[config.mk]
export PLATFORM = sky130hd
export DESIGN_NAME = ublock_round_ctrl
export DESIGN_NICKNAME = d
export VERILOG_FILES = /design/src/rtl/ublock_pkg.sv /design/src/rtl/ublock_round_ctrl.sv
export SDC_FILE = /design/constraint.sdc
export NUM_CORES = 1
export LEC_CHECK = 0
export BUFFER_PORTS_ARGS = -buffer_cell sky130_fd_sc_hd__buf_2
export CORE_AREA = 8 8 45 47
export CTS_BUF_LIST = sky130_fd_sc_hd__clkbuf_2 sky130_fd_sc_hd__clkbuf_4 sky130_fd_sc_hd__clkbuf_8
export CTS_CLUSTER_DIAMETER = 60
export DETAILED_ROUTE_END_ITERATION = 8
export DIE_AREA = 0 0 53 55
export HOLD_SLACK_MARGIN = 0.12
export PLACE_DENSITY = 0.64
export SYNTH_ARGS = -nofsm -noshare
export SYNTH_HDL_FRONTEND = slang
export SYNTH_SLANG_ARGS = --single-unit
[constraint.sdc]
create_clock -name clk -period 2.96 [get_ports clk]
set_input_delay 0.592 -clock clk [delete_from_list [all_inputs] [get_ports clk]]
set_output_delay 0.592 -clock clk [all_outputs]
set_load 0.05 [all_outputs]
[src/rtl/ublock_pkg.sv]
// Shared definitions for the uBlock round controller: FSM states,
// per-variant round counts and the default round-index width.
package ublock_pkg;

  typedef enum logic [1:0] {
    ST_IDLE  = 2'd0,
    ST_ROUND = 2'd1,
    ST_FINAL = 2'd2,
    ST_DONE  = 2'd3
  } state_e;

  localparam int NR_128_128 = 16;
  localparam int NR_128_256 = 24;
  localparam int NR_256_256 = 24;

  localparam int RIDX_W = 5;

endpackage

[src/rtl/ublock_round_ctrl.sv]
// Iterative-round sequencer for the unmasked uBlock core. Accepts a
// block/key load, steps the round datapath NR times, fires the final
// whitening-key addition and holds the result until it is consumed.
// Carries control only; the 128-bit state lives in the datapath.
module ublock_round_ctrl
  import ublock_pkg::state_e, ublock_pkg::ST_IDLE, ublock_pkg::ST_ROUND,
         ublock_pkg::ST_FINAL, ublock_pkg::ST_DONE, ublock_pkg::NR_128_128;
#(
  parameter int NR     = NR_128_128,
  parameter int RIDX_W = 5
) (
  input  logic              clk,
  input  logic              rst,
  input  logic              in_valid,
  output logic              in_ready,
  input  logic              dec,
  output logic              ld_state,
  output logic              ld_key,
  output logic              rnd_en,
  output logic              ks_en,
  output logic              fin_en,
  output logic [RIDX_W-1:0] rnd_idx,
  output logic              dir,
  output logic              busy,
  output logic              out_valid,
  input  logic              out_ready
);

  // The round index must be able to hold NR-1.
  if ((2 ** RIDX_W) < NR) begin : g_bad_ridx_w
    $error("RIDX_W too narrow for NR");
  end

  localparam logic [RIDX_W-1:0] LastIdx = RIDX_W'(NR - 1);

  state_e            r_state;
  state_e            w_state_nxt;
  logic [RIDX_W-1:0] r_rnd_idx;
  logic              r_dir;
  logic              w_accept;
  logic              w_last_round;

  // A finished block can hand over to the next one in the same cycle the
  // consumer takes the result, giving back-to-back throughput.
  assign in_ready     = (r_state == ST_IDLE) | ((r_state == ST_DONE) & out_ready);
  assign w_accept     = in_valid & in_ready;
  assign w_last_round = (r_rnd_idx == LastIdx);

  // The datapath samples plaintext and key on the same edge we accept.
  assign ld_state  = w_accept;
  assign ld_key    = w_accept;
  assign rnd_en    = (r_state == ST_ROUND);
  assign ks_en     = (r_state == ST_ROUND);
  assign fin_en    = (r_state == ST_FINAL);
  assign busy      = (r_state == ST_ROUND) | (r_state == ST_FINAL);
  assign out_valid = (r_state == ST_DONE);
  assign rnd_idx   = r_rnd_idx;
  assign dir       = r_dir;

  // Next-state decode for the block sequencer.
  always_comb begin
    // NOTE: default first so every path assigns w_state_nxt; a missing
    // branch would otherwise infer a latch.
    w_state_nxt = r_state;
    unique case (r_state)
      ST_IDLE:  if (w_accept) w_state_nxt = ST_ROUND;
      ST_ROUND: if (w_last_round) w_state_nxt = ST_FINAL;
      ST_FINAL: w_state_nxt = ST_DONE;
      ST_DONE: begin
        if (w_accept)       w_state_nxt = ST_ROUND;
        else if (out_ready) w_state_nxt = ST_IDLE;
      end
      default:  w_state_nxt = ST_IDLE;
    endcase
  end

  // State, round index and latched direction; reset abandons any block.
  always_ff @(posedge clk) begin
    // NOTE: non-blocking assignments so all registers update from the
    // same pre-edge values regardless of statement order.
    if (rst) begin
      r_state   <= ST_IDLE;
      r_rnd_idx <= '0;
      r_dir     <= 1'b0;
    end else begin
      r_state <= w_state_nxt;
      if (w_accept) begin
        r_rnd_idx <= '0;
        r_dir     <= dec;
      end else if ((r_state == ST_ROUND) && !w_last_round) begin
        r_rnd_idx <= r_rnd_idx + 1'b1;
      end
    end
  end

  // Loading, round and final-key strobes must never collide.
  a_strobe_excl: assert property (@(posedge clk) disable iff (rst)
    $onehot0({rnd_en, fin_en, ld_state}));

endmodule

==> key figures <==
Clock network
  • CTS tree: done
  • Root buffer selected by CTS: sky130_fd_sc_hd__clkbuf_4
  • Post-CTS clock slew at the launch and capture registers of the worst setup and hold paths: 0.06 ns
  • TritonCTS buffer count: 3
  • Post-cts sizing count: 0
  • Total setup buffers inserted after CTS: 0
  • Number of buffers inserted for hold repair after clock tree synthesis: 0
  • Largest buffer count on any clock path: 2
  • CTS H-Tree Depth: 1
  • Clock sink count: 8
  • Skew-Pair Late Insertion Delay: 0.25 ns

Timing
  • Final slew viol count: 0
  • Shortest period the worst path allows: 2.19 ns
  • Hold slack: 0.462 ns
  • Setup repair after global routing missed its margin: false
  • Final worst path period share: 0.740
  • Count of final setup violators: 0
  • F_max: 457 MHz
  • Setup slack of the critical path after layout: 0.770 ns
  • Final setup TNS: 0 ns
  • Headroom to the max-slew limit: 0.765
  • Final Hold Viols: 0
  • Max Clock Skew: 0.00530 ns
  • Pin slew with the least headroom to its limit: 0.351 ns

Route
  • # DRC: 0
  • Routed length per placed instance: 11.3 µm
  • Final ANT Viol Nets: 0
  • Via density per instance: 4.80
  • Routed via count: 437
  • First-pass detailed-route iteration total: 4
  • WL final: 1030 µm
  • Count of routing violations after the opening detailed-route iteration: 3

Min path
  • Launch point of the worst hold path: dir$_SDFFE_PP0P_
  • Hold Path Sink: dir$_SDFFE_PP0P_
  • Hold-critical path depth: 2
  • Type of the most critical hold path: reg -> reg

Floorplan
  • Number of primary I/O pins: 19
  • Core box area: 1380 µm²
  • Floorplan die area: 2920 µm²
  • Starting density of the core: 0.368
  • Overall die width: 53 µm
  • Die outline height: 55 µm
  • Number of rows in the core area: 14

GRT
  • Overflow left after global routing: 0
  • All-Layer GR Usage: 0.0793
  • Wire length of the first global-routing pass: 1770 µm
  • Initial antenna violation count: 0
  • Pin count of the biggest net entering global routing: 9
  • Vias in the first global route: 451

Worst setup path
  • Worst reg-to-reg setup slack: 1.40 ns
  • End of the worst register-to-register path: r_state[1]$_SDFFE_PP0P_
  • Arrival time at the worst endpoint: 1.60 ns
  • R2r startpoint: rnd_idx[0]$_SDFFE_PP0P_
  • Category of cells accounting for the largest share of critical-path delay: buffers and inverters
  • Worst stage delay on the critical path: 0.34 ns
  • Critical path class: reg -> out
  • Worst reg-to-reg path cell count: 6
  • Critical Path, Cell by Cell: inv_1 -> ha_1 -> a21oi_1 -> nor2_1 -> buf_2
  • Data required time of the worst path: 2.37 ns
  • Cell with the largest stage delay on the worst path: sky130_fd_sc_hd__dfxtp_1
  • Buffers & Inverters on Critical Path: 2
  • Crit end category: output port
  • Top fanout value on the critical path: 4
  • Setup crit start kind: register

Final layout
  • Post-route design area: 616 µm²
  • Share of final-layout standard cells stronger than drive strength 1: 0.307
  • Area delta synth->final: 20.9%
  • Net count of the finished layout: 89
  • Layout filler cell count: 154
  • # diodes: 0

Placed design
  • Setup slack after placement: 1.00 ns
  • Detailed Place HPWL: 841 µm
  • Placed inst area: 593 µm²
  • Number of port buffers: 18
  • Final Wtd Congestion: 0.799

Pwr
  • Power consumption: 0.000692 W
  • Leakage Power: 0.319 nW
  • Total power per unit cell area: 1120 nW/µm²
  • Max VDD drop: 0.495 mV

Logic synthesis
  • Yosys warnings: 0
  • Synthesized netlist net count: 69
  • Combined area of all synthesized cells: 509 µm²
  • Most numerous cell types in the synthesized netlist: sky130_fd_sc_hd__dfxtp_1, sky130_fd_sc_hd__ha_1, sky130_fd_sc_hd__nor2_1, sky130_fd_sc_hd__inv_1, sky130_fd_sc_hd__nand2_1
  • Number of enable-type register cells in the synthesized netlist: 0
  • Number of unique standard cell types used by synthesis: 22
  • Leading cell type by number of instances after synthesis: sky130_fd_sc_hd__dfxtp_1
  • Post-synthesis area per instance: 8.93 µm²
  • Top FF cell, synth: sky130_fd_sc_hd__dfxtp_1
  • Yosys top cell by area: sky130_fd_sc_hd__dfxtp_1
  • #FFs+latches synth: 8
  • Post-synth top area share: 0.314
  • Share of the yosys chip area belonging to registers: 0.314
  • Fraction of synthesis flops using an asynchronous set or reset pin: 0
  • Post-Syn Instances: 57
  • Top cells by area in the synthesized netlist: sky130_fd_sc_hd__dfxtp_1, sky130_fd_sc_hd__ha_1, sky130_fd_sc_hd__mux2i_1

Outcome
  • Run status: complete, no violations

Job
  • Maxcap violations: 0
[logic make-up (layout without fill, tap and decap cells)]
family | count (synthesis) | count (layout) | share of synthesized area
AND/OR/NAND/NOR | 20 | 20 | 0.221
XOR/XNOR | 2 | 2 | 0.0344
flip-flops | 8 | 8 | 0.314
multiplexers | 3 | 3 | 0.0590
buffers and inverters | 9 | 27 | 0.0958
adder cells (fa/ha/maj) | 7 | 7 | 0.172
AO/OA/AOI/OAI | 8 | 8 | 0.103
[cell usage in the layout (no fill, tap or decap), types with 2 or more instances in the layout]
master                     count
sky130_fd_sc_hd__nand2_1       4
sky130_fd_sc_hd__clkbuf_4      3
sky130_fd_sc_hd__mux2i_1       3
sky130_fd_sc_hd__and3_1        3
sky130_fd_sc_hd__ha_1          7
sky130_fd_sc_hd__a211oi_1      2
sky130_fd_sc_hd__nor2_1        7
sky130_fd_sc_hd__buf_2        18
sky130_fd_sc_hd__o21ai_0       2
sky130_fd_sc_hd__dfxtp_1       8
sky130_fd_sc_hd__nor2b_1       2
sky130_fd_sc_hd__inv_1         6
[stage by stage]
stage / util / std cells
2_1_floorplan: - / 57
3_3_place_gp: 0.429 / 88
3_5_place_dp: 0.429 / 88
4_1_cts: 0.445 / 91
5_1_grt: 0.445 / 91
6_report: 0.445 / 91
[registers in the layout (all words and copies together), names as in the netlist]
register	flops
rnd_idx	5
r_state	2
dir	1
[per-layer routing]
| metal | vias to the layer above | share of wire | global-route usage |
|---|---|---|---|
| met5 | - | 0 | 0 |
| met4 | 0 | 0 | 0.0647 |
| met3 | 0 | 0.052 | 0.00802 |
| met2 | 12 | 0.47 | 0.127 |
| met1 | 200 | 0.48 | 0.0945 |
| li1 | 225 | - | - |
[where the power goes]
| group | internal, W | switching [W] |
|---|---|---|
| Clock | 0.0000464 | 0.0000372 |
| Sequential | 0.000131 | 0.0000209 |
| Combinational | 0.000120 | 0.000337 |
[worst min-delay path: cells and delay by family, from the launching register on]
kind	cells	cell delay, ns
multiplexers	1	0.05
flip-flops	1	0.31
AND/OR/NAND/NOR	1	0.05
[how the worst max path moves through the flow]
stage / start / end / cells after the start
2_1_floorplan: r_state[1]$_SDFFE_PP0P_ / ld_state / 4
3_3_place_gp: out_ready / ld_state / 4
3_5_place_dp: out_ready / ld_state / 4
4_1_cts: r_state[0]$_SDFFE_PP0P_ / ld_state / 5
5_1_grt: r_state[0]$_SDFFE_PP0P_ / ld_key / 5
6_report: r_state[0]$_SDFFE_PP0P_ / ld_state / 5
[area by class of cell]
class                      instances  area [µm²]  area share
timing repair buffer              18        90.1       0.146
multi-input combinational         40         300       0.488
sequential                         8         160       0.260
inverter                           6        22.5      0.0366
tap                               16        20.0      0.0325
clock buffer                       3        22.5      0.0366
Power figures use the tool's default switching activity.
